**config.mk**
```make
export PLATFORM = sky130hd
export DESIGN_NAME = countdown_display_scan_flat
export DESIGN_NICKNAME = d
export VERILOG_FILES = /design/src/rtl/countdown_display_scan_if.sv /design/src/rtl/countdown_display_scan.sv /design/src/flat_wrapper.sv
export SDC_FILE = /design/constraint.sdc
export NUM_CORES = 1
export LEC_CHECK = 0
export ABC_CLOCK_PERIOD_IN_PS = 2800
export CAP_MARGIN = 20
export CORE_MARGIN = 2
export CORE_UTILIZATION = 23
export DETAILED_ROUTE_END_ITERATION = 16
export PLACE_DENSITY = 0.39
export SKIP_CTS_REPAIR_TIMING = 1
export SLEW_MARGIN = 20
export SYNTH_ARGS = -nofsm -noshare
export SYNTH_HDL_FRONTEND = slang
export SYNTH_SLANG_ARGS = --single-unit
```
**constraint.sdc**
```tcl
create_clock -name clk -period 2.8 [get_ports clk]
set_input_delay 0.7 -clock clk [delete_from_list [all_inputs] [get_ports clk]]
set_output_delay 0.7 -clock clk [all_outputs]
set_load 0.03 [all_outputs]
```
**src/rtl/countdown_display_scan_if.sv**
```systemverilog
// Display-side signal bundle for the countdown scanner.
// The master drives the BCD digits and the timing/status strobes.
// The slave returns the multiplexed anode/segment pins.
interface countdown_display_scan_if;
    logic [3:0] value_three;
    logic [3:0] value_two;
    logic [3:0] value_one;
    logic       sec_timer;
    logic       running;
    logic [2:0] an;
    logic [6:0] seg;

    modport master (
        output value_three, value_two, value_one, sec_timer, running,
        input  an, seg
    );

    modport slave (
        input  value_three, value_two, value_one, sec_timer, running,
        output an, seg
    );
endinterface

```
**src/rtl/countdown_display_scan.sv**
```systemverilog
// Three-digit common-anode seven-segment scanner for the countdown timer.
// Features:
//   - Per-frame shadowing of the BCD inputs, so a frame never tears.
//   - Leading-zero blanking.
//   - A dash glyph for non-BCD digits.
//   - A 1 Hz blink warning when the running value is low but not yet zero.
// The an/seg pins are registered from next-state values, so they switch on the same edge as the slot index.
module countdown_display_scan #(
    parameter int unsigned SCAN_DIV     = 50000,
    parameter logic [11:0] BLINK_THRESH = 12'h010
) (
    input  logic                      clk,
    input  logic                      reset,
    countdown_display_scan_if.slave   dsp
);

    localparam int unsigned CNT_W = (SCAN_DIV > 2) ? $clog2(SCAN_DIV) : 1;
    localparam logic [CNT_W-1:0] CNT_MAX = CNT_W'(SCAN_DIV - 1);

    // Active-low segment pattern {g,f,e,d,c,b,a}; anything outside 0..9 shows a dash.
    function automatic logic [6:0] seg_decode(input logic [3:0] digit);
        logic [6:0] pattern;
        case (digit)
            4'd0:    pattern = 7'h40;
            4'd1:    pattern = 7'h79;
            4'd2:    pattern = 7'h24;
            4'd3:    pattern = 7'h30;
            4'd4:    pattern = 7'h19;
            4'd5:    pattern = 7'h12;
            4'd6:    pattern = 7'h02;
            4'd7:    pattern = 7'h78;
            4'd8:    pattern = 7'h00;
            4'd9:    pattern = 7'h10;
            default: pattern = 7'h3F;
        endcase
        return pattern;
    endfunction

    logic [CNT_W-1:0] cnt_q, cnt_d;
    logic [1:0]       idx_q, idx_d;
    logic [11:0]      shadow_q, shadow_d;
    logic             blink_phase_q, blink_phase_d;
    logic [2:0]       an_q, an_d;
    logic [6:0]       seg_q, seg_d;

    logic             blink_cond_s;
    logic             blank_s;
    logic [3:0]       digit_s;
    logic [2:0]       slot_an_s;

    // Next-state logic for the scan counter, the shadow digits, the blink phase and the pin images.
    always_comb begin
        cnt_d         = cnt_q + CNT_W'(1);
        idx_d         = idx_q;
        shadow_d      = shadow_q;
        blink_phase_d = 1'b0;
        blink_cond_s  = 1'b0;
        blank_s       = 1'b1;
        digit_s       = 4'd0;
        slot_an_s     = 3'b111;
        an_d          = 3'b111;
        seg_d         = 7'h7F;

        // Slot advance; new digits are captured only when a whole frame has completed.
        if (cnt_q == CNT_MAX) begin
            cnt_d = '0;
            if (idx_q == 2'd2) begin
                idx_d    = 2'd0;
                shadow_d = {dsp.value_three, dsp.value_two, dsp.value_one};
            end else begin
                idx_d = idx_q + 2'd1;
            end
        end else begin
            cnt_d = cnt_q + CNT_W'(1);
        end

        // Blink is judged on the value being shown next, so a boundary pulse sees the fresh digits.
        blink_cond_s = dsp.running && (shadow_d != 12'h000) && (shadow_d < BLINK_THRESH);
        if (blink_cond_s) begin
            blink_phase_d = dsp.sec_timer ? ~blink_phase_q : blink_phase_q;
        end else begin
            blink_phase_d = 1'b0;
        end

        // A non-BCD leading digit counts as nonzero, so it is shown rather than blanked.
        case (idx_d)
            2'd0: begin
                digit_s   = shadow_d[3:0];
                slot_an_s = 3'b110;
                blank_s   = 1'b0;
            end
            2'd1: begin
                digit_s   = shadow_d[7:4];
                slot_an_s = 3'b101;
                blank_s   = (shadow_d[11:8] == 4'd0) && (shadow_d[7:4] == 4'd0);
            end
            2'd2: begin
                digit_s   = shadow_d[11:8];
                slot_an_s = 3'b011;
                blank_s   = (shadow_d[11:8] == 4'd0);
            end
            default: begin
                digit_s   = 4'd0;
                slot_an_s = 3'b111;
                blank_s   = 1'b1;
            end
        endcase

        if (blank_s || blink_phase_d) begin
            an_d  = 3'b111;
            seg_d = 7'h7F;
        end else begin
            an_d  = slot_an_s;
            seg_d = seg_decode(digit_s);
        end
    end

    // State and pin registers; reset drops the current frame immediately and darkens the display.
    always_ff @(posedge clk) begin
        if (reset) begin
            cnt_q         <= '0;
            idx_q         <= 2'd0;
            shadow_q      <= 12'h000;
            blink_phase_q <= 1'b0;
            an_q          <= 3'b111;
            seg_q         <= 7'h7F;
        end else begin
            cnt_q         <= cnt_d;
            idx_q         <= idx_d;
            shadow_q      <= shadow_d;
            blink_phase_q <= blink_phase_d;
            an_q          <= an_d;
            seg_q         <= seg_d;
        end
    end

    assign dsp.an  = an_q;
    assign dsp.seg = seg_q;

endmodule

```
**src/flat_wrapper.sv**
```systemverilog
// flat-port wrapper written by rule: the top's interface ports become plain ports
module countdown_display_scan_flat 
#(
    parameter int unsigned SCAN_DIV     = 50000,
    parameter logic [11:0] BLINK_THRESH = 12'h010
)
  (clk, reset, dsp_value_three, dsp_value_two, dsp_value_one, dsp_sec_timer, dsp_running, dsp_an, dsp_seg);
  countdown_display_scan_if dsp_i ();
  input  logic clk;
  input  logic reset;
  input wire logic [$bits(dsp_i.value_three)-1:0] dsp_value_three;
  input wire logic [$bits(dsp_i.value_two)-1:0] dsp_value_two;
  input wire logic [$bits(dsp_i.value_one)-1:0] dsp_value_one;
  input wire logic [$bits(dsp_i.sec_timer)-1:0] dsp_sec_timer;
  input wire logic [$bits(dsp_i.running)-1:0] dsp_running;
  output wire logic [$bits(dsp_i.an)-1:0] dsp_an;
  output wire logic [$bits(dsp_i.seg)-1:0] dsp_seg;
  assign dsp_i.value_three = dsp_value_three;
  assign dsp_i.value_two = dsp_value_two;
  assign dsp_i.value_one = dsp_value_one;
  assign dsp_i.sec_timer = dsp_sec_timer;
  assign dsp_i.running = dsp_running;
  assign dsp_an = dsp_i.an;
  assign dsp_seg = dsp_i.seg;
  countdown_display_scan #(.SCAN_DIV(SCAN_DIV), .BLINK_THRESH(BLINK_THRESH)) u_core (.clk(clk), .reset(reset), .dsp(dsp_i));
endmodule
```
# Yosys cells after proc, flatten, opt, wreduce, memory -nomap -nowiden
# Memory sizes are Yosys's and may differ from the RTL's. A register that Yosys moved wholly into a read port is not among the register bits.
# Index checks and enable logic that the tools add are counted.
[word_totals] reg_bits=34 latchBits=0 ram_bits=0 romBits=112 input_bits=16 out_inout_bits=10 mem_count=1
[mem_list] name="(name not given)" depth=16 width=7 rd=1 rd_ports_with_merged_regs=1 write_ports=0 line_no="countdown_display_scan.sv:23" text="case (digit)"
[classes] addsub=2 mul=0 div=0 magnitude_cmp=1 n_eq_ne=4 shift=0 mux=9 n_bitwise=1 n_reduce_logical=10
[ops] operator="$mux 12" count=2
[ops] operator="$add 16x1->16 const B" count=1
[ops] operator="$eq 16x16->1 const B" count=1
[ops] operator="$lt 12x5->1 const B" count=1
[ops] operator="$pmux 4 s3" count=1
[ops] operator="$reduce_bool 12->1" count=1
[ops] operator="$pmux 3 s3" count=1
[ops] operator="$logic_not 4->1" count=2
[ops] operator="$eq 2x2->1 const B" count=2
[ops] operator="$mux 2" count=2
[ops] operator="$reduce_or 2->1" count=2
[ops] operator="$logic_and 1x1->1" count=3
[ops] operator="$pmux 1 s3" count=1
[ops] operator="$add 2x1->2 const B" count=1
[ops] operator="$eq 2x1->1 const B" count=1
[ops] operator="$logic_not 2->1" count=1
[ops] operator="$mux 1" count=2
[ops] operator="$logic_or 1x1->1" count=1
[ops] operator="$not 1->1" count=1

# Longest topological paths before layout
# Gate-level depths: netlist of the first run.
[logic_depth] depth_word=9 ltp_mapped=14

# Worst setup path after synthesis of the first run
# No wires, ideal clock.
[synth_timing] path_kind="register -> register" startpoint="reg u_core.cnt_q[0]" endpoint="reg u_core.seg_q[4], in the netlist u_core.dsp.seg[4]" arrival_ps=2634 required_time_ps=2716 slack_ps=81 path_stages_with_launch=14 n_path_buf=2 period_less_slack_ps=2719 path_cell_list="dfxtp_1 > ha_1 > and3_1 > buf_2 > nand4_1 > buf_6 > nor4b_1 > or4_4 > or2_4 > ha_1 > inv_1 > nor2_1 > mux2_2 > o31ai_2"
[synth_between] elab_chain_len=8 elab_cells_between_ends=18 classes_between="order compare: 1; eq/ne: 3; mux: 5; reduce/logical: 9"
[synth_lines] item="from (decl)" line_no="countdown_display_scan.sv:39" text="logic [CNT_W-1:0] cnt_q, cnt_d;"
[synth_lines] item="from (signal assigned)" line_no="countdown_display_scan.sv:128" text="cnt_q <= cnt_d;"
[synth_lines] item="$eq 16x16->1 (*)" line_no="countdown_display_scan.sv:65" text="if (cnt_q == CNT_MAX) begin"
[synth_lines] item="parallel branches: the longest is 7 deep, another holds $lt 12x5->1"
[synth_lines] item="to (decl)" line_no="countdown_display_scan.sv:44" text="logic [6:0] seg_q, seg_d;"
# Mark *: on every way between the ends.
# A chain may end at the register's enable or synchronous reset.

# Final worst setup path of the first run
[layout_timing] startpoint="reg u_core.cnt_q[11]" endpoint="reg u_core.seg_q[4], in the netlist u_core.dsp.seg[4]"
# The elaborated chain is that of the path after synthesis.

==> results of run 1 <==
where the power goes:
group          switching (W)  internal (W)  total [W]
combinational      0.0000389     0.0000455  0.0000844
sequential        0.00000445      0.000592   0.000597
clock               0.000209      0.000291   0.000500
total               0.000252      0.000929    0.00118
cell type report:
class	instances	area, um^2
timing repair buffer	62	532
multi-input combinational	202	1340
fill	1015	6290
clock inverter	1	30.0
clock buffer	7	86.3
sequential	41	827
tap	129	161
inverter	4	15.0
stage by stage:
stage,setup TNS (ns),total power [W],setup slack (ns)
global placement,-0.631,0.000693,-0.146
global route,-0.0631,0.00123,-0.0423
detailed placement,-0.706,0.000693,-0.172
floorplan,0,0.000642,0.0813
CTS,-0.205,0.00120,-0.123
finish,0,0.00118,0.101
routing by layer:
layer | track usage, % | share of wire [%]
met5 | 0 | 0
met4 | 3.08 | 1.2
met3 | 2.80 | 3.2
met2 | 16.9 | 43
met1 | 15.3 | 53
final timing paths:
path	from	end	slack, ns
worst max-delay path	u_core.cnt_q[11]	u_core.dsp.seg[4]	0.10
worst min-delay path	u_core.shadow_q[8]	u_core.shadow_q[8]	0.50
worst max register to register	u_core.cnt_q[11]	u_core.dsp.seg[4]	0.10
worst min register to register	u_core.shadow_q[8]	u_core.shadow_q[8]	0.50
sequential cells by signal (all words and copies together), names as in the netlist:
| signal | flops |
|---|---|
| u_core.blink_phase_q | 1 |
| u_core.dsp.an | 3 |
| u_core.dsp.seg | 7 |
| u_core.idx_q | 2 |
| u_core.shadow_q | 12 |
| u_core.cnt_q | 16 |
cells by family (layout without fill, tap and decap cells):
family                   Yosys count  count (layout)  share of synthesized area (%)
AND/OR/NAND/NOR                  124             124                           29.1
AO/OA/AOI/OAI                     42              42                           12.9
buffers and inverters             20              74                           4.69
multiplexers                      15              15                           6.90
XOR/XNOR                          15              15                           5.94
flip-flops                        41              41                           37.1
adder cells (fa/ha/maj)            6               6                           3.39
layout by cell type (no fill, tap or decap), types with 4 or more instances in the layout:
cell type / netlist / routed
dfxtp_1: 41 / 36
nand2_1: 47 / 47
ha_1: 6 / 4
nor2b_1: 4 / 4
o21ai_1: 8 / 8
clkbuf_8: 0 / 6
mux2i_1: 13 / 13
a21oi_1: 16 / 16
clkdlybuf4s50_1: 0 / 25
nor2_1: 26 / 25
nand2b_1: 5 / 5
nor4_1: 4 / 4
xnor2_1: 6 / 6
dfxtp_2: 0 / 5
xor2_1: 9 / 9
buf_4: 0 / 36
nand3_1: 10 / 10
and3_1: 7 / 6
o21ai_0: 4 / 4
critical path, stage by stage, from the launching register on:
cell and delay, ns:
dfxtp_2 0.34, nor4b_4 0.28, nand4_1 0.29, and3_4 0.30, or4_4 0.41, or2_4 0.25
ha_4 0.15, inv_2 0.05, nor2_1 0.03, mux2_4 0.27, o31ai_4 0.23
==> out/summary.md, run 1 <==
## Worst setup path
* arrival time at the worst endpoint: 2.91 ns
* critical path class: reg -> reg
* FF-to-FF path depth: 10
* CP Max Fanout: 5
* Worst Setup Start Kind: flop
* endpoint class of the critical path: flop
* required time at the endpoint of the critical path: 3.01 ns

## Synthesis
* leading cell types by count after synthesis: nand2_1 (47), dfxtp_1 (41), nor2_1 (26), a21oi_1 (16), mux2i_1 (13)
* number of synthesized register bits: 41
* mean area per synthesized cell: 8.41 um^2
* largest cells by area after synthesis: dfxtp_1 (37%), nand2_1 (8.0%), mux2i_1 (5.9%)
* area share of the largest cell type after synthesis: 37.1%
* Synthesized Nets: 285
* part of the Yosys area used for sequential elements: 37.1%
* count of different cell masters after synthesis: 51
* area leader, netlist: dfxtp_1
* Yosys Warn Count: 0
* main flop type after synthesis: dfxtp_1
* total standard cell area after synthesis: 2210 um^2
* share of synthesized registers carrying an async set or reset: 0%
* Post-synth EDFFs: 0
* Synth Instances: 263
* library cell with the highest instance count after synthesis: nand2_1

## Worst hold path
* worst hold path cell count: 2
* Hold Path Class: reg -> reg

## STA
* Final min period: 2.70 ns
* slew at the pin closest to its max-slew limit: 0.664 ns
* final setup vio count: 0
* worst hold slack: 0.499 ns
* post-route clock period utilization: 96.4%
* Max-Slew Margin vs Limit: 55.6%
* highest clock frequency the design can meet: 370 MHz
* Hold Vio Cnt, Final: 0
* setup skew after layout: 0.00735 ns
* count of final max-slew check failures: 0

## Clock tree
* clock-pin transition on the worst setup and hold timing paths: 0.08 ns
* root cell of the clock tree: clkbuf_8
* H-tree level count: 2
* cts bufs inserted: 5
* clock network latency to the later pin of the worst-skew pair: 0.29 ns
* Max Root-Sink Buffers: 2
* number of sinks on the clock net: 41
* CTS tree: built

## Placed design
* GP Congestion: 0.742
* Placed Area: 2750 um^2
* half-perimeter wire length of the detailed placement result: 4070 um
* IO Port Bufs: 25
* Cell Count Post-Placement: 430

## Finish
* final design area excluding fillers: 2990 um^2
* number of nets in the layout: 338
* area added between synthesis and finish: 35.4%
* end-of-flow core utilization: 32.3%
* layout cells sized above 1: 22.4%
* final std cells w/o fill: 446
* Inserted Diodes: 0

## Floorplanning
* die footprint: 10400 um^2
* I/O pin count: 26
* Floorplan Core Area: 9280 um^2
* die extent in x: 102 um
* Initial Utilization: 23.8%
* Vert. Die Dim: 102 um
* Std-Cell Rows: 35

## Route
* DRC errors left: 0
* first drt pass iteration count: 4
* number of vias in the routed layout: 1932
* antenna-violating nets left: 0
* initial detailed-routing violation count: 83
* DR vias/cell: 4.33
* post-detailed-route wirelength per cell: 12.0 um
* drt total wl: 5340 um

## GRT
* largest net degree at the start of global routing: 22
* initial antenna violation count: 0
* all-layer global routing usage: 11.0%
* first-pass GRT wire length: 9020 um
* total grt overflow: 0
* number of global-route vias before repair: 1812

## Pwr
* maximum VDD drop: 0.215 mV
* LEAKAGE: 1.19 nW
* total power divided by cell area: 394 nW/um^2

## Job
* number of maximum-capacitance violations: 0

## Status
* result of the run: finished clean

Power figures use the tool's default switching activity.
==> inputs of run 2 (changes only) <==
--- a/config.mk
+++ b/config.mk
@@ -10,6 +10,7 @@
 export CORE_MARGIN = 2
 export CORE_UTILIZATION = 23
 export DETAILED_ROUTE_END_ITERATION = 16
+export GPL_ROUTABILITY_DRIVEN = 0
 export PLACE_DENSITY = 0.39
 export SKIP_CTS_REPAIR_TIMING = 1
 export SLEW_MARGIN = 20
==> results of run 2 <==
Final layout, timing and power as in run 1 (identical DEF).
==> inputs of run 3 (changes only) <==
--- a/config.mk
+++ b/config.mk
@@ -7,11 +7,11 @@
 export LEC_CHECK = 0
 export ABC_CLOCK_PERIOD_IN_PS = 2800
 export CAP_MARGIN = 20
-export CORE_MARGIN = 2
 export CORE_UTILIZATION = 23
 export DETAILED_ROUTE_END_ITERATION = 16
 export GPL_ROUTABILITY_DRIVEN = 0
 export PLACE_DENSITY = 0.39
+export SETUP_SLACK_MARGIN = 0.5
 export SKIP_CTS_REPAIR_TIMING = 1
 export SLEW_MARGIN = 20
 export SYNTH_ARGS = -nofsm -noshare
==> run 3 against run 2 <==
Highest routed layer unchanged. Count of clock-buffer cells in the layout decreased by 1. Combinational power shrank 0.9%. Register-to-register slack gained 0.12 ns. Power rose by 0.64%. First-iteration DRC count decreased by 23%. Sequential cell count is the same. Critical path type unchanged. Clock power up 2%.
==> out/summary.md, run 3 (same netlist as run 1, synthesis figures left out) <==
## Status
* result of the run: finished clean

## Pwr
* Internal Pwr Total: 0.000926 W, -0.30%
* net switching fraction of the power: 22.1%, +0.73 points
* Clk pwr share: 42.8%, +0.5 points
* power after layout: 0.00119 W, +0.64%
* Psw: 0.000262 W, +4.1%
* total power divided by cell area: 390 nW/um^2, -1.2%
* combinational cell fraction of total power: 7.0%, about the same
* LEAKAGE: 1.20 nW, +0.96%
* maximum VDD drop: 0.194 mV, -9.8%
* power share of the sequential group: 50.2%, -0.3 points

## Worst setup path
* Critical-path top delay cell: or4_4
* Buf/Inv on CP: 1, unchanged
* required time at the endpoint of the critical path: 3.02 ns, about the same
* arrival time at the worst endpoint: 2.80 ns, -0.11 ns
* Worst Setup Start Kind: flop
* delay of the slowest cell on the worst path: 0.52 ns, +0.11 ns
* endpoint class of the critical path: flop
* CP Cell Sequence: nor4b_4, and4_4, nor4b_1, or4_4, or2_4, ha_4, inv_2, nor2_1, mux2_4, o31ai_4
* dominant delay contributor by cell family on the critical path: simple AND/OR/NAND/NOR gates
* critical path class: reg -> reg
* CP Max Fanout: 7, +2

## Clock tree
* number of sinks on the clock net: 41, unchanged
* Max Root-Sink Buffers: 2, unchanged
* root cell of the clock tree: clkbuf_8
* clock network latency to the later pin of the worst-skew pair: 0.30 ns, about the same
* cts bufs inserted: 5, unchanged
* clock-pin transition on the worst setup and hold timing paths: 0.09 ns, about the same
* H-tree level count: 2, unchanged
* CTS tree: built

## GRT
* all-layer global routing usage: 11.5%, +0.52 points
* first-pass GRT wire length: 9020 um, unchanged
* number of global-route vias before repair: 1819, +0.39%
* largest net degree at the start of global routing: 21, -4.5%
* initial antenna violation count: 0, unchanged
* total grt overflow: 0, unchanged

## Finish
* area added between synthesis and finish: 37.8%
* layout cells sized above 1: 23.6%, +1.2 points
* final std cells w/o fill: 438, -1.8%
* Fillers: 1027, +1.2%
* largest register by flop count: u_core.cnt_q
* number of nets in the layout: 330, -2.4%
* commonest cells after routing, fill and taps aside: nand2_1 (44), dfxtp_1 (38), nor2_1 (26)
* flip-flop count of the largest register after layout: 16, unchanged
* most common cell after layout, fill and taps aside: nand2_1
* Inserted Diodes: 0, unchanged
* area of the multi-input gates: 1420 um^2, +5.4%
* register cell area after layout: 827 um^2, unchanged

## Placed design
* half-perimeter wire length of the detailed placement result: 3890 um, -4.5%
* Cell Count Post-Placement: 420, -2.3%
* IO Port Bufs: 25, unchanged
* pre-CTS setup slack: -0.131 ns, +0.0417 ns

## Route
* initial detailed-routing violation count: 64, -23%
* first drt pass iteration count: 4, unchanged
* DRC errors left: 0, unchanged
* antenna-violating nets left: 0, unchanged
* post-detailed-route wirelength per cell: 12.3 um, +2.4%
* drt total wl: 5370 um, +0.52%
* DR vias/cell: 4.43, +2.2%
* number of vias in the routed layout: 1940, +0.41%

## STA
* Final min period: 2.58 ns, -0.119 ns
* count of final max-slew check failures: 0, unchanged
* highest clock frequency the design can meet: 387 MHz, +4.6%
* slew at the pin closest to its max-slew limit: 0.655 ns, -0.00969 ns
* setup skew after layout: 0.00615 ns, -0.00120 ns
* Max-Slew Margin vs Limit: 56.3%, +0.65 points
* final setup vio count: 0, unchanged
* post-route clock period utilization: 92.2%, -4.2 points
* post-layout worst setup margin: 0.219 ns, +0.119 ns
* Hold Vio Cnt, Final: 0, unchanged
* setup repair after global routing missed its margin: true

## Floorplanning
* Vert. Die Dim: 100 um, -2.0%
* die footprint: 10000 um^2, -3.9%
* die extent in x: 100 um, -2.0%
* Floorplan Core Area: 9280 um^2, unchanged
* Std-Cell Rows: 35, unchanged
* I/O pin count: 26, unchanged
* Initial Utilization: 23.8%, unchanged

## Job
* number of maximum-capacitance violations: 0, unchanged

## Worst hold path
* Hold Path Class: reg -> reg

run 3: cell types whose count changed in the layout (fill, tap and decap cells not counted), moves of 3 or more:
| cell | previous run | this run |
|---|---|---|
| buf_4 | 36 | 25 |
| ha_1 | 4 | 1 |
| ha_2 | 0 | 3 |
| nand2_2 | 0 | 3 |
| dfxtp_2 | 5 | 2 |
| nand2_1 | 47 | 44 |
run 3: worst paths after layout:
check	from	endpoint	slack [ns]	depth (start not counted)
max	u_core.cnt_q[11]	u_core.dsp.seg[4]	0.22	10
min reg2reg	u_core.cnt_q[0]	u_core.cnt_q[0]	0.44	1
max reg2reg	u_core.cnt_q[11]	u_core.dsp.seg[4]	0.22	10
min	u_core.cnt_q[0]	u_core.cnt_q[0]	0.44	1
run 3: final cells by class:
type / count / share of cell area, %
Sequential cell: 41 / 27.1
Tap cell: 129 / 5.29
Inverter: 4 / 0.492
Timing Repair Buffer: 54 / 16.7
Clock inverter: 2 / 1.23
Clock buffer: 6 / 2.71
Multi-Input combinational cell: 202 / 46.4
run 3: power groups by stage:
| stage | clock network [W] | logic, W | registers, W |
|---|---|---|---|
| 6_report | 0.000509 | 0.0000836 | 0.000596 |
| 2_1_floorplan | 0 | 0.0000224 | 0.000622 |
| 5_1_grt | 0.000558 | 0.0000910 | 0.000597 |
| 3_5_place_dp | 0 | 0.0000802 | 0.000611 |
| 3_3_place_gp | 0 | 0.0000798 | 0.000611 |
| 4_1_cts | 0.000531 | 0.0000805 | 0.000597 |
run 3: per-layer routing:
layer  part of all wire [%]  GRT usage (%)
met5                      0              0
met4                    1.6           4.35
met3                    3.4           2.79
met2                     41           16.7
met1                     54           16.5
run 3: worst register-to-register path: stages (launching register included):
cell	delay, ns
dfxtp_4	0.37
nor4b_4	0.29
and4_4	0.31
nor4b_1	0.07
or4_4	0.52
or2_4	0.29
ha_4	0.16
inv_2	0.04
nor2_1	0.03
mux2_4	0.27
o31ai_4	0.15
run 3: per-stage QoR:
| stage | setup TNS [ns] | hold slack (ns) | cell area, um^2 | utilization (%) |
|---|---|---|---|---|
| global placement | -0.447 | 0.429 | 2720 | 29.3 |
| finish | 0 | 0.440 | 3050 | 32.8 |
| floorplan | 0 | 0.416 | 2240 | - |
| CTS | 0 | 0.444 | 2840 | 30.6 |
| global route | 0 | 0.470 | 3050 | 32.8 |
| detailed placement | -0.604 | 0.432 | 2720 | 29.3 |
==> RTL edit 1, RTL diff (settings of run 2) <==
Make the reset (`reset`) asynchronous in one clocked block.
--- a/src/rtl/countdown_display_scan.sv
+++ b/src/rtl/countdown_display_scan.sv
@@ -118,3 +118,3 @@
     // State and pin registers; reset drops the current frame immediately and darkens the display.
-    always_ff @(posedge clk) begin
+    always_ff @(posedge clk or posedge reset) begin
         if (reset) begin
Function: differs if reset is asserted again (counterexample within 4 cycles, from zero or initial values and one cycle with reset high); with reset held inactive, the same outputs for 10 cycles.
==> RTL edit 1 against run 2 <==
Wire length down 8.9%. Power grew 7.7%. Die area rose by 0.60%. Area after synthesis increased by 0.62%. Final area down 3.8%. Sequential share of layout area grew 8.4 points. Sequential cell count unchanged. Setup slack gained 0.12 ns. Critical path type unchanged. Largest cell class unchanged.
==> RTL edit 1: results <==
metrics = {
    "sta": {
        "skew_ns": 0.00818,
        "worstMarginPinSlew_ns": 0.574,
    },
    "synth": {
        "yosys.area_share.adder": 0.0337,
        "avgSynthCellArea_sq_um": 11.1,
        "yosysSeqAreaShare": 0.467,
        "synth_xor_area_frac": 0.0551,
        "synth_ff_type": "dfrtp_1",
        "synthMuxAreaShare": 0.154,
        "async_reset_ff_frac": 1.00,
        "yosys.cell_types.count": 45,
        "yosys-top-cells-area": "dfrtp_1, dfstp_2, mux2_2, mux2i_1, xor2_1",
        "synthTopCellsByCount": "dfrtp_1, mux2_2, nand2_1, nor2_1, dfstp_2",
        "synth_compound_area_frac": 0.0770,
        "synthesis.nets": 223,
    },
    "final_layout": {
        "largest_register": "u_core.cnt_q",
        "fill_cells": 967,
        "nNetsFinal": 268,
        "drive_above_1_share": 0.267,
        "regArea_sq_mm": 0.00104,
    },
    "global_route": {
        "grt_pass1_wl_um": 8200,
        "grt_usage": 0.102,
        "grt_start_max_net_pins": 42,
    },
    "power_and_ir_drop": {
        "leakagePower_uw": 0.00123,
        "switchingPower_uw": 294,
        "ir_drop_mv": 0.264,
        "p_comb_uw": 139,
        "clkPwrFrac": 0.396,
        "power_frac_seq": 0.494,
    },
    "place": {
        "place_ws_ns": -0.0189,
        "place_area_sq_mm": 0.00276,
        "dp.cells": 368,
        "dpl.hpwl_um": 3630,
    },
    "clock_tree": {
        "clk_pin_slew_worst_paths_ns": 0.09,
    },
    "routing": {
        "drt-total-wl_um": 4860,
        "dr_total_vias": 1608,
        "viasPerCell": 4.28,
        "drt-initial-drc-count": 56,
        "first_pass_iters": 4,
    },
    "critical_path": {
        "crit_fanout": 4,
        "crit_arrival_ns": 2.79,
    },
    "outcome": {
        "outcome": "finished clean",
    },
    "min_path": {
        "hold_path_class": "register to register",
    },
}
RTL edit 1: layer usage:
layer / wire length, um / global-route usage / part of all wire / vias to the layer above
met5: 0 / 0 / 0 / -
met4: 55 / 0.0338 / 0.011 / 0
met3: 129 / 0.0233 / 0.027 / 5
met2: 2060 / 0.143 / 0.42 / 22
met1: 2620 / 0.154 / 0.54 / 774
li1: - / - / - / 807
RTL edit 1: cell type report:
type	instances	area share
clock buffers	6	0.0287
clock inverters	2	0.0130
inverters	7	0.00913
multi-input cells	144	0.388
flip-flops and latches	41	0.361
well taps	129	0.0561
repair buffers	47	0.144
RTL edit 1: critical path, cell delays in order (launching register included):
cell	delay, ns
dfrtp_1	0.43
and4bb_1	0.32
and4_1	0.28
mux2_2	0.37
o2111ai_1	0.25
inv_1	0.11
ha_1	0.32
nand2_1	0.07
nor2_1	0.03
or3_1	0.32
RTL edit 1: path summary, 6_finish.rpt:
path	start	endpoint	slack, ns	cells after the start
setup / recovery	u_core.cnt_q[10]$_DFF_PP0_	u_core.dsp.seg[3]$_DFF_PP1_	0.22	9
hold / removal	u_core.cnt_q[0]$_DFF_PP0_	u_core.cnt_q[0]$_DFF_PP0_	0.46	1
setup reg to reg	u_core.cnt_q[10]$_DFF_PP0_	u_core.dsp.seg[3]$_DFF_PP1_	0.22	9
hold reg to reg	u_core.cnt_q[0]$_DFF_PP0_	u_core.cnt_q[0]$_DFF_PP0_	0.46	1
max in group asynchronous	reset	u_core.dsp.seg[0]$_DFF_PP1_	1.58	3
min in group asynchronous	reset	u_core.cnt_q[13]$_DFF_PP0_	0.84	3
RTL edit 1: logic make-up after synthesis:
kind of cell,after synthesis
compound gates,21
xor+xnor,14
fa+ha+maj,6
buf+inv,16
flops,41
mux,29
simple gates,74
==> RTL edit 2, RTL diff (flow settings as in run 2) <==
Without the edit above. `SCAN_DIV` is set to 50000 in 2 places; all go to 100000.
--- a/src/rtl/countdown_display_scan.sv
+++ b/src/rtl/countdown_display_scan.sv
@@ -8,3 +8,3 @@
 module countdown_display_scan #(
-    parameter int unsigned SCAN_DIV     = 50000,
+    parameter int unsigned SCAN_DIV     = 100000,
     parameter logic [11:0] BLINK_THRESH = 12'h010
--- a/src/flat_wrapper.sv
+++ b/src/flat_wrapper.sv
@@ -3,3 +3,3 @@
 #(
-    parameter int unsigned SCAN_DIV     = 50000,
+    parameter int unsigned SCAN_DIV     = 100000,
     parameter logic [11:0] BLINK_THRESH = 12'h010
Check against the original RTL: no difference found for any inputs over 10 cycles, from zero or initial values and one cycle with reset high; that may be too few to reach the edited logic, so the function may still have changed.
==> RTL edit 2 against run 2 <==
Critical path depth unchanged. Wire length decreased by 3.0%. Setup slack improved by 0.094 ns. Area after synthesis decreased by 3.0%. Sequential cell count increased by 1. Final area decreased by 12%. Fmax increased by 3.6%. Clock power decreased by 17%. Power decreased by 6.8%. Critical endpoint is now u_core.dsp.seg[3]$_SDFF_PP1_. Largest cell class unchanged.
==> RTL edit 2: results <==
metrics = {
    "outcome": {
        "outcome": "finished clean",
    },
    "critical_path": {
        "worst-r2r-setup-slack_ns": 0.19,
        "crit_fanout": 9,
        "reg2reg_from": "u_core.cnt_q[0]$_SDFF_PP0_",
        "crit_arrival_ns": 2.78,
        "slowest_delay_ns": 0.54,
        "slowest_stage": "mux4_2",
        "r2r_end": "u_core.dsp.seg[3]$_SDFF_PP1_",
    },
    "synth": {
        "yosys.area_share.adder": 0.0350,
        "synthTopCellsByCount": "dfxtp_1, nand2_1, nor2_1, a21oi_1, xor2_1",
        "yosys-top-cells-area": "dfxtp_1, nand2_1, a21oi_1, nor2_1, xor2_1",
        "yosysWarnings": 0,
        "avgSynthCellArea_sq_um": 8.62,
        "synthMuxAreaShare": 0.0612,
        "synth_xor_area_frac": 0.0571,
        "synthesis.nets": 271,
        "yosysSeqAreaShare": 0.392,
        "yosys.cell_types.count": 49,
        "synth_compound_area_frac": 0.142,
    },
    "sta": {
        "skew_ns": 0.0131,
        "slew_headroom": 0.600,
    },
    "min_path": {
        "min_path_cells": 1,
        "worstHoldEndpoint": "u_core.cnt_q[0]$_SDFF_PP0_",
        "hold_start": "u_core.cnt_q[0]$_SDFF_PP0_",
    },
    "final_layout": {
        "antenna_cells": 0,
        "largest_register_ffs": 17,
        "nNetsFinal": 301,
        "largest_register": "u_core.cnt_q",
        "drive_above_1_share": 0.114,
        "stdcell_count": 391,
    },
    "clock_tree": {
        "cts_root_buffer": "clkbuf_8",
        "cts_buffer_depth": 2,
        "cts_made_buffers": 5,
        "clk_latency_ns": 0.31,
        "clk_pin_slew_worst_paths_ns": 0.09,
    },
    "global_route": {
        "grt_usage": 0.113,
        "grt_pass1_vias": 1864,
        "grt_pass1_wl_um": 8940,
        "grt_start_max_net_pins": 18,
        "antenna_found_initial": 0,
    },
    "routing": {
        "routedWlPerCell_um": 13.2,
        "drt-initial-drc-count": 69,
        "viasPerCell": 4.74,
    },
    "power_and_ir_drop": {
        "sw_frac_of_total": 0.234,
        "ir_drop_mv": 0.170,
        "leakagePower_uw": 0.000974,
    },
    "place": {
        "place_area_sq_mm": 0.00255,
        "dp.cells": 383,
        "dpl.hpwl_um": 3880,
    },
    "run": {
        "maxCapViolations": 0,
    },
}
==> RTL edit 2: changes by cell type after synthesis, sizes merged, moves of 5 or more <==
| cell | run 2 | this run |
|---|---|---|
| nand4 | 2 | 7 |
| mux2i | 13 | 4 |
| buf | 11 | 6 |
| nand3 | 11 | 5 |
==> RTL edit 2: critical path, delay by kind of cell (launching register included) <==
family | cells | cell delay (ns)
adder cells (fa/ha/maj) | 2 | 0.42
multiplexers | 2 | 0.76
flip-flops | 1 | 0.34
AO/OA/AOI/OAI | 2 | 0.31
AND/OR/NAND/NOR | 3 | 0.58
buffers and inverters | 1 | 0.09
==> RTL edit 2: metal layers <==
metal,part of all wire,GRT usage,routed length (um),vias up
met4,0.024,0.0558,124,0
met1,0.49,0.146,2540,859
met3,0.040,0.0257,207,11
met2,0.44,0.176,2300,39
li1,-,-,-,945
met5,0,0,0,-
==> RTL edit 2: worst max-delay path by stage <==
stage                                     startpoint                           end  slack [ns]
final                     u_core.cnt_q[0]$_SDFF_PP0_  u_core.dsp.seg[3]$_SDFF_PP1_        0.19
after global routing      u_core.cnt_q[0]$_SDFF_PP0_  u_core.dsp.seg[0]$_SDFF_PP1_        0.04
after CTS                 u_core.cnt_q[0]$_SDFF_PP0_  u_core.dsp.seg[3]$_SDFF_PP1_        0.18
after detailed placement            dsp_value_one[1]  u_core.dsp.seg[3]$_SDFF_PP1_        0.05
after global placement              dsp_value_one[1]  u_core.dsp.seg[1]$_SDFF_PP1_        0.06
after floorplan           u_core.cnt_q[0]$_SDFF_PP0_  u_core.dsp.seg[0]$_SDFF_PP1_        0.24
==> RTL edit 2: cell type report <==
type                    count  area [sq um]
fillers                   969          6510
multi-input cells         189          1220
flip-flops and latches     42           841
repair buffers             37           340
well taps                 111           139
clock buffers               7          86.3
inverters                   4          15.0
clock inverters             1          5.00
==> RTL edit 2: power by group through the flow <==
stage	clock network (uW)	logic, uW	registers, uW
after floorplan	0	20.1	635
after global placement	0	75.0	625
after detailed placement	0	75.0	624
after CTS	441	75.2	610
after global routing	460	80.1	612
final	416	74.0	610
==> RTL edit 2: through the flow <==
| step | hold slack, ns | setup WS, ns | power [uW] |
|---|---|---|---|
| after floorplan | 0.426 | 0.239 | 655 |
| after global placement | 0.443 | 0.0611 | 699 |
| after detailed placement | 0.454 | 0.0488 | 699 |
| after CTS | 0.473 | 0.180 | 1130 |
| after global routing | 0.509 | 0.0371 | 1150 |
| final | 0.466 | 0.195 | 1100 |
==> RTL edit 2: cells by family (layout without fill, tap and decap cells) <==
group,after synthesis,in the layout
and+or+nand+nor,113,113
AOI/OAI and AO/OA,48,48
DFF,42,42
buffers and inverters,18,49
xor gates and xnor gates,14,14
muxes,8,8
adders and majority gates,6,6
